<file path="config.mk">
export PLATFORM = sky130hd
export DESIGN_NAME = multi_countdown_timer_flat
export DESIGN_NICKNAME = d
export VERILOG_FILES = /design/src/rtl/multi_countdown_timer_if.sv /design/src/rtl/multi_countdown_timer.sv /design/src/flat_wrapper.sv
export SDC_FILE = /design/constraint.sdc
export NUM_CORES = 1
export LEC_CHECK = 0
export CORE_MARGIN = 2
export CORE_UTILIZATION = 45
export CTS_CLUSTER_SIZE = 30
export DETAILED_ROUTE_END_ITERATION = 8
export GPL_ROUTABILITY_DRIVEN = 1
export PLACE_DENSITY = 0.63
export RECOVER_POWER = 50
export SLEW_MARGIN = 15
export SYNTH_ARGS = -nofsm -noshare
export SYNTH_HDL_FRONTEND = slang
export SYNTH_SLANG_ARGS = --single-unit
</file>
<file path="constraint.sdc">
create_clock -name clk -period 4.2 [get_ports clk]
set_input_delay 1.05 -clock clk [delete_from_list [all_inputs] [get_ports clk]]
set_output_delay 1.05 -clock clk [all_outputs]
set_load 0.005 [all_outputs]
</file>
<file path="src/rtl/multi_countdown_timer_if.sv">
// Memory-bus slave port of the multi-channel countdown timer.
// The CPU side drives select, address, write data and lane enables; the timer returns a one-cycle acknowledge and read data.
interface multi_countdown_timer_if;
    logic        sel;
    logic [7:0]  addr;
    logic [31:0] data_i;
    logic [3:0]  we;
    logic        ready;
    logic [31:0] data_o;

    modport master (output sel, addr, data_i, we, input ready, data_o);
    modport slave  (input sel, addr, data_i, we, output ready, data_o);
endinterface

</file>
<file path="src/rtl/multi_countdown_timer.sv">
// NUM_CH independent WIDTH-bit down-counters (one-shot/periodic, sticky expiry, irq enable) behind a byte-lane memory-bus slave.
// Access: ready one cycle after sel rises; write commits at the end of that cycle; sel held high just parks the FSM in HOLD.
module multi_countdown_timer #(
    parameter int NUM_CH = 2,
    parameter int WIDTH  = 32
) (
    input  logic                   clk,
    input  logic                   reset_n,
    multi_countdown_timer_if.slave bus,
    output logic                   irq
);

    typedef enum logic [1:0] {IDLE, ACK, HOLD} state_t;

    state_t state, state_nxt;

    logic [5:0]       ch_idx;
    logic [1:0]       reg_idx;
    logic             wr_en;
    logic [31:0]      lane_mask;
    logic [WIDTH-1:0] wmask;
    logic [WIDTH-1:0] wdata;
    logic [31:0]      rdata;
    logic [31:0]      rd_ch [NUM_CH];
    logic [NUM_CH-1:0] expired;
    logic [NUM_CH-1:0] irq_en;
    logic             unused_bits;

    always_ff @(posedge clk or negedge reset_n) begin
        if (!reset_n) state <= IDLE;
        else          state <= state_nxt;
    end

    always_comb begin
        state_nxt   = state;
        bus.ready   = 1'b0;
        bus.data_o  = '0;
        case (state)
            IDLE: if (bus.sel) state_nxt = ACK;
            ACK: begin
                state_nxt  = bus.sel ? HOLD : IDLE;
                bus.ready  = 1'b1;
                bus.data_o = rdata;
            end
            HOLD: if (!bus.sel) state_nxt = IDLE;
            default: state_nxt = IDLE;
        endcase
    end

    assign ch_idx    = bus.addr[7:2];
    assign reg_idx   = bus.addr[1:0];
    assign wr_en     = (state == ACK) && (bus.we != 4'b0000);
    assign lane_mask = {{8{bus.we[3]}}, {8{bus.we[2]}}, {8{bus.we[1]}}, {8{bus.we[0]}}};
    // Slicing to WIDTH drops data bits and whole lanes that lie above the counter.
    assign wmask     = lane_mask[WIDTH-1:0];
    assign wdata     = bus.data_i[WIDTH-1:0];
    assign unused_bits = ^{bus.data_i, lane_mask};

    for (genvar c = 0; c < NUM_CH; c++) begin : g_ch
        logic [WIDTH-1:0] count;
        logic [WIDTH-1:0] reload;
        logic [2:0]       ctrl;
        logic             exp_q;
        logic             hit;
        logic             cnt_wr;
        logic             tick;
        logic             last;

        assign hit    = wr_en && (ch_idx == 6'(c));
        assign cnt_wr = hit && (reg_idx == 2'd0);
        assign last   = (count == WIDTH'(1));
        // A bus write to COUNT pre-empts the decrement for that cycle.
        assign tick   = ctrl[0] && (count != '0) && !cnt_wr;

        always_ff @(posedge clk or negedge reset_n) begin
            if (!reset_n) begin
                count  <= '0;
                reload <= '0;
                ctrl   <= '0;
                exp_q  <= 1'b0;
            end else begin
                if (cnt_wr)
                    count <= (count & ~wmask) | (wdata & wmask);
                else if (tick)
                    count <= last ? (ctrl[1] ? reload : '0) : count - 1'b1;

                if (hit && reg_idx == 2'd1)
                    reload <= (reload & ~wmask) | (wdata & wmask);

                if (hit && reg_idx == 2'd2 && bus.we[0])
                    ctrl <= bus.data_i[2:0];

                // Expiry beats a simultaneous write-1-to-clear.
                if (tick && last)
                    exp_q <= 1'b1;
                else if (hit && reg_idx == 2'd3 && bus.we[0] && bus.data_i[0])
                    exp_q <= 1'b0;
            end
        end

        assign rd_ch[c]   = (reg_idx == 2'd0) ? 32'(count)  :
                            (reg_idx == 2'd1) ? 32'(reload) :
                            (reg_idx == 2'd2) ? 32'(ctrl)   : 32'(exp_q);
        assign expired[c] = exp_q;
        assign irq_en[c]  = ctrl[2];
    end

    always_comb begin
        rdata = '0;
        for (int c = 0; c < NUM_CH; c++)
            if (ch_idx == 6'(c)) rdata = rd_ch[c];
    end

    assign irq = |(expired & irq_en);

endmodule

</file>
<file path="src/flat_wrapper.sv">
// flat-port wrapper written by rule: the top's interface ports become plain ports
module multi_countdown_timer_flat 
#(
    parameter int NUM_CH = 2,
    parameter int WIDTH  = 32
)
  (clk, reset_n, irq, bus_sel, bus_addr, bus_data_i, bus_we, bus_ready, bus_data_o);
  multi_countdown_timer_if bus_i ();
  input  logic clk;
  input  logic reset_n;
  output logic irq;
  input wire logic [$bits(bus_i.sel)-1:0] bus_sel;
  input wire logic [$bits(bus_i.addr)-1:0] bus_addr;
  input wire logic [$bits(bus_i.data_i)-1:0] bus_data_i;
  input wire logic [$bits(bus_i.we)-1:0] bus_we;
  output wire logic [$bits(bus_i.ready)-1:0] bus_ready;
  output wire logic [$bits(bus_i.data_o)-1:0] bus_data_o;
  assign bus_i.sel = bus_sel;
  assign bus_i.addr = bus_addr;
  assign bus_i.data_i = bus_data_i;
  assign bus_i.we = bus_we;
  assign bus_ready = bus_i.ready;
  assign bus_data_o = bus_i.data_o;
  multi_countdown_timer #(.NUM_CH(NUM_CH), .WIDTH(WIDTH)) u_core (.clk(clk), .reset_n(reset_n), .bus(bus_i), .irq(irq));
endmodule
</file>
* Word-level counts from Yosys, hierarchy flattened
Cells that the tools add are included.
Widths: inputs -> output; s select.
** Word-level totals
- Register bits after elaboration :: 138
- Latch bits :: 0
- Bits in writable memories :: 0
- Bits in read-only memories :: 0
- Bits of input ports :: 47
- Output and inout bits :: 34
- Logic and storage cells :: 95
- Memories :: 0
** Operators by class
- Add/sub/neg operators :: 2
- $mul :: 0
- Div/mod/pow operators :: 0
- Order comparisons :: 0
- Equality and inequality tests :: 10
- Shifts and indexed selects :: 0
- Mux-type cells :: 26
- Bitwise logic cells :: 11
- Reductions and logical operators :: 37
** Operators with widths (number)
- $mux 32 :: 15
- $and 32x32->32 :: 5
- $or 32x32->32 :: 4
- $eq 32x1->1 const B :: 2
- $reduce_bool 32->1 :: 2
- $sub 32x1->32 const B :: 2
- $not 32->32 :: 1
- $logic_and 1x1->1 :: 23
- $reduce_bool 2->1 :: 4
- $eq 2x2->1 const B :: 3
- $eq 6x1->1 const B :: 1
- $logic_not 6->1 :: 1
- $mux 2 :: 3
- $mux 3 :: 2
- $pmux 2 s3 :: 1
- $mux 1 :: 5
- $eq 2x1->1 const B :: 2
- $logic_not 2->1 :: 2
- $ne 2x2->1 const B :: 2
- $reduce_bool 4->1 :: 1
- $and 2x2->2 :: 1
- $logic_not 1->1 :: 2
- $reduce_and 2->1 :: 1
- $reduce_or 2->1 :: 1

* Longest topological paths before layout
- Depth in word-level cells :: 8
- Depth in mapped cells :: 10
- Gate-level depth less buffers :: 8

* Worst setup path after synthesis
OpenSTA, ideal clock, no wires.
- Path kind :: in2out
- Start point :: input port bus_addr[7]
- End point :: output port bus_data_o[22]
- Data arrival time :: 2581 ps
- Setup slack :: 569 ps
- Stages on the path :: 6
- Buffers on the path :: 2
- Cells stage by stage :: nor4_1 -> nand3_1 -> clkbuf_1 -> clkbuf_1 -> o22a_1 -> nor2_1
** On the way
- Cells in the longest elaborated chain, start to end :: 4
** Ends and longest elaborated chain
- from (decl) :: line flat_wrapper.sv:13 : input wire logic [$bits(bus_i.addr)-1:0] bus_addr;
- $logic_not 6->1 :: line multi_countdown_timer.sv:111 : if (ch_idx == 6'(c)) rdata = rd_ch[c];
- $mux 32 :: line multi_countdown_timer.sv:111
- $mux 32 (*) :: line multi_countdown_timer.sv:111
- $mux 32 (*) :: line multi_countdown_timer.sv:38 : case (state)
- to (decl) :: line flat_wrapper.sv:17 : output wire logic [$bits(bus_i.data_o)-1:0] bus_data_o;
Every way passes the cells marked *; elsewhere a longest branch is shown, timed or not.

* Worst setup path in the final report
- Start point :: input port bus_addr[4]
- End point :: output port bus_data_o[22]
The elaborated chain is that of the path after synthesis.

==> flow_metrics.env <==
export IMPL_synth_nets=1078
export IMPL_finalCritPeriodShare_pct=98.02
export IMPL_tritoncts="built"
export IMPL_worstSetupPathType="input pin to output port"
export IMPL_yosys_warnings=0
export IMPL_wl_mm=34.58
export IMPL_slew_headroom_pct=-115.5
export IMPL_root_buffer="clkbuf_16"
export IMPL_synthFlopType="dfrtp_1"
export IMPL_fin_setup_tns_ns=0
export IMPL_place_congestion=0.9392
export IMPL_p_per_area_nw_per_um2=438.1
export IMPL_finalSetupViolations=0
export IMPL_worst_pin_slew_ns=3.233
export IMPL_use_met2_pct=47.30
export IMPL_grt_total_usage_pct=31.16
export IMPL_power_total_w=0.005017
export IMPL_maxCapViolCount=1
export IMPL_fin_nets=1152
export IMPL_min_path_type="register to register"
export IMPL_avgSynthCellArea_um2=9.212
export IMPL_crit_family="buffers and inverters"
export IMPL_path_common_cell="clkdlybuf4s50_1"
export IMPL_ios=81
export IMPL_cp_cell_sequence="clkdlybuf4s50_1 -> nor4_2 -> buf_4 -> nand3_4 -> buf_6 -> o22a_1 -> nor2_1 -> clkdlybuf4s50_1"
export IMPL_cts_sinks=138
export IMPL_first_global_vias=8645
export IMPL_worstSkewPairLatency_ns=0.44
export IMPL_grtUsageMet3_pct=5.015
export IMPL_htreeDepth=4
export IMPL_ir_drop_uv=237.5
export IMPL_violations="max-capacitance violations, max-slew violations"
export IMPL_detail_route_wl_per_cell_um=24.88
export IMPL_synth_edf_count=0
export IMPL_routed_via_density=6.625
export IMPL_hpwlAfterDp_mm=24.75
export IMPL_drtIter0Drc=1060
export IMPL_firstDrtPassIters=5
export IMPL_hold_worst_slack_ns=0.5029
export IMPL_grt_pass1_wl_mm=52.46
export IMPL_fin_worst_skew_ns=0.007316
export IMPL_start_util_pct=45.43
export IMPL_max_stage_delay_ns=0.52
export IMPL_synth_distinct_cells=74
export IMPL_ys_seq_elements=138
export IMPL_hold_path_startpoint="u_core.state[0]"
export IMPL_antenna_found_initial=1
export IMPL_syn2layout_area_growth_pct=21.07
export IMPL_rsz0062_at_grt="no"
export IMPL_io_buffer_count=80
export IMPL_worst_path_max_fanout=7
export IMPL_core_um2=20820
export IMPL_drive_gt1_share_pct=17.24
export IMPL_postRouteAntennaNets=0
export IMPL_drv_slew=55
export IMPL_worstSetupStartpoint="bus_addr[4]"
export IMPL_synth_cells=1027
export IMPL_gr_total_overflow=0
export IMPL_rows=53
export IMPL_cts_buffers_inserted=17
export IMPL_synth_async_reset_ratio_pct=100.0
export IMPL_cp_start_kind="input pin"
export IMPL_endpoint_kind="output port"
export IMPL_grt_max_degree=61
export IMPL_clk_pin_slew_ns=0.06
export IMPL_fmax_mhz=242.9
export IMPL_worstPathRequired_ns=3.15
export IMPL_p_leak_nw=5.253
export IMPL_dieArea_um2=22200
export IMPL_syn_cell_area_um2=9460
export IMPL_busiest_layer="met2"
export IMPL_critPathBufInv=4
export IMPL_die_width_um=149.0
export IMPL_clock_path_buffers=2
export IMPL_fin_crit_ns=4.117
export IMPL_die_h_um=149.0
export IMPL_met1_usage_pct=44.43
export IMPL_dr_total_vias=9209
export IMPL_ys_seq_area_share_pct=36.50
export IMPL_hold_buffers=0
export IMPL_status="finished with violations"
export IMPL_drc_errors=0
export IMPL_slowest_stage="clkdlybuf4s50_1"
export IMPL_hold_viol=0
export IMPL_arrival_ns=3.07
[cell usage in the layout, fill, tap and decap left out, drive strengths merged, types with 9 or more instances in the layout]
cell / instances
nor4: 28
nand3: 36
o21ai: 37
nand2: 88
o22a: 29
a211o: 10
or3: 13
a311oi: 13
nor3: 32
inv: 14
nor2: 75
a32oi: 9
mux2: 67
a22o: 11
dlymetal6s2s: 23
a31oi: 19
a211oi: 9
xor2: 20
mux2i: 71
clkdlybuf4s50: 54
clkbuf: 20
or4: 14
buf: 53
nand4: 25
a21oi: 42
dfrtp: 138
and3: 13
xnor2: 15
[final cells by class]
| cell class | count | area, um^2 |
|---|---|---|
| Clock buffer | 17 | 425.4 |
| Clock inverter | 15 | 176.4 |
| Inverter | 13 | 48.80 |
| Sequential cell | 138 | 3453 |
| Timing Repair Buffer | 134 | 1344 |
| Tap cell | 275 | 344.1 |
| Antenna cell | 1 | 2.502 |
| Multi-Input combinational cell | 797 | 5659 |
| Fill cell | 1928 | 9369 |
[kinds of logic (layout without fill, tap and decap cells)]
group / count (synthesis) / after routing / synth area share (%)
other: 0 / 1 / 0
adders and majority gates: 4 / 4 / 0.5291
DFF: 138 / 138 / 36.50
xor gates and xnor gates: 35 / 35 / 3.240
muxes: 140 / 140 / 15.96
buffers and inverters: 92 / 179 / 4.060
and+or+nand+nor: 369 / 369 / 20.63
AOI/OAI and AO/OA: 249 / 249 / 19.07
[where the power goes]
part / internal [W] / switching [W] / leakage (nW)
sequential: 0.00153 / 0.000393 / 1.85
combinational: 0.000642 / 0.000885 / 3.13
clock: 0.000932 / 0.000637 / 0.277
[metrics by stage]
stage                     setup slack (ns)  util [%]  std cells  area (um^2)
after floorplan                     0.5687         -       1027         9460
after global placement             0.08744     51.37       1353        10700
after detailed placement           0.07737     51.37       1353        10700
after CTS                          0.05673     54.26       1385        11300
after global routing              0.002369     54.99       1389        11450
final                              0.08328     55.01       1390        11450
[worst paths after layout]
path	endpoint	slack, ns	depth (start not counted)
worst max-delay path	bus_data_o[22]	0.08	8
worst min-delay path	u_core.state[0]	0.50	1
max in group asynchronous	u_core.g_ch[0].ctrl[0]	0.68	1
min in group asynchronous	async pin	1.67	1
worst max register to register	register	0.84	8
worst min register to register	u_core.state[0]	0.50	1
[synthesized netlist by cell type (6+ instances only)]
cell	n	area [um^2]
xnor2_1	15	131.4
nand3_1	36	180.2
buf_1	8	30.03
mux2i_1	71	710.7
a21oi_1	41	205.2
clkbuf_1	57	214.0
a211o_1	10	87.58
a311oi_1	13	113.9
xor2_1	20	175.2
or3_1	13	81.33
buf_2	9	45.04
nor4_1	23	143.9
and3_1	13	81.33
a22oi_1	8	60.06
a211oi_1	9	67.56
a32oi_1	9	78.83
o22ai_1	6	37.54
inv_1	13	48.80
o221a_2	6	67.56
o21ai_0	36	180.2
a31oi_1	19	118.9
nand2b_1	8	50.05
nor2_1	75	281.5
o22a_1	29	254.0
dfrtp_1	138	3453
nor3_1	31	155.2
mux2_2	67	754.5
o211ai_1	8	60.06
or4_1	12	90.09
or2_2	7	43.79
nand2_1	88	330.3
nand4_1	24	150.1
and2_1	6	37.54
a22o_1	11	96.34
[metal layers]
layer  routed length [um]  share of wire (%)
met5                    0                  0
met1                15110                 44
met3                 3004                8.7
met2                15310                 44
met4                 1154                3.3
[what timing repair did]
action / in CTS / in global routing
endpoints found under the setup margin: 0 / 29
resized for setup: 0 / 30
hold endpoints to repair: 0 / 0
buffers inserted: 0 / 1
No activity file was read; power rests on OpenSTA's default activity.
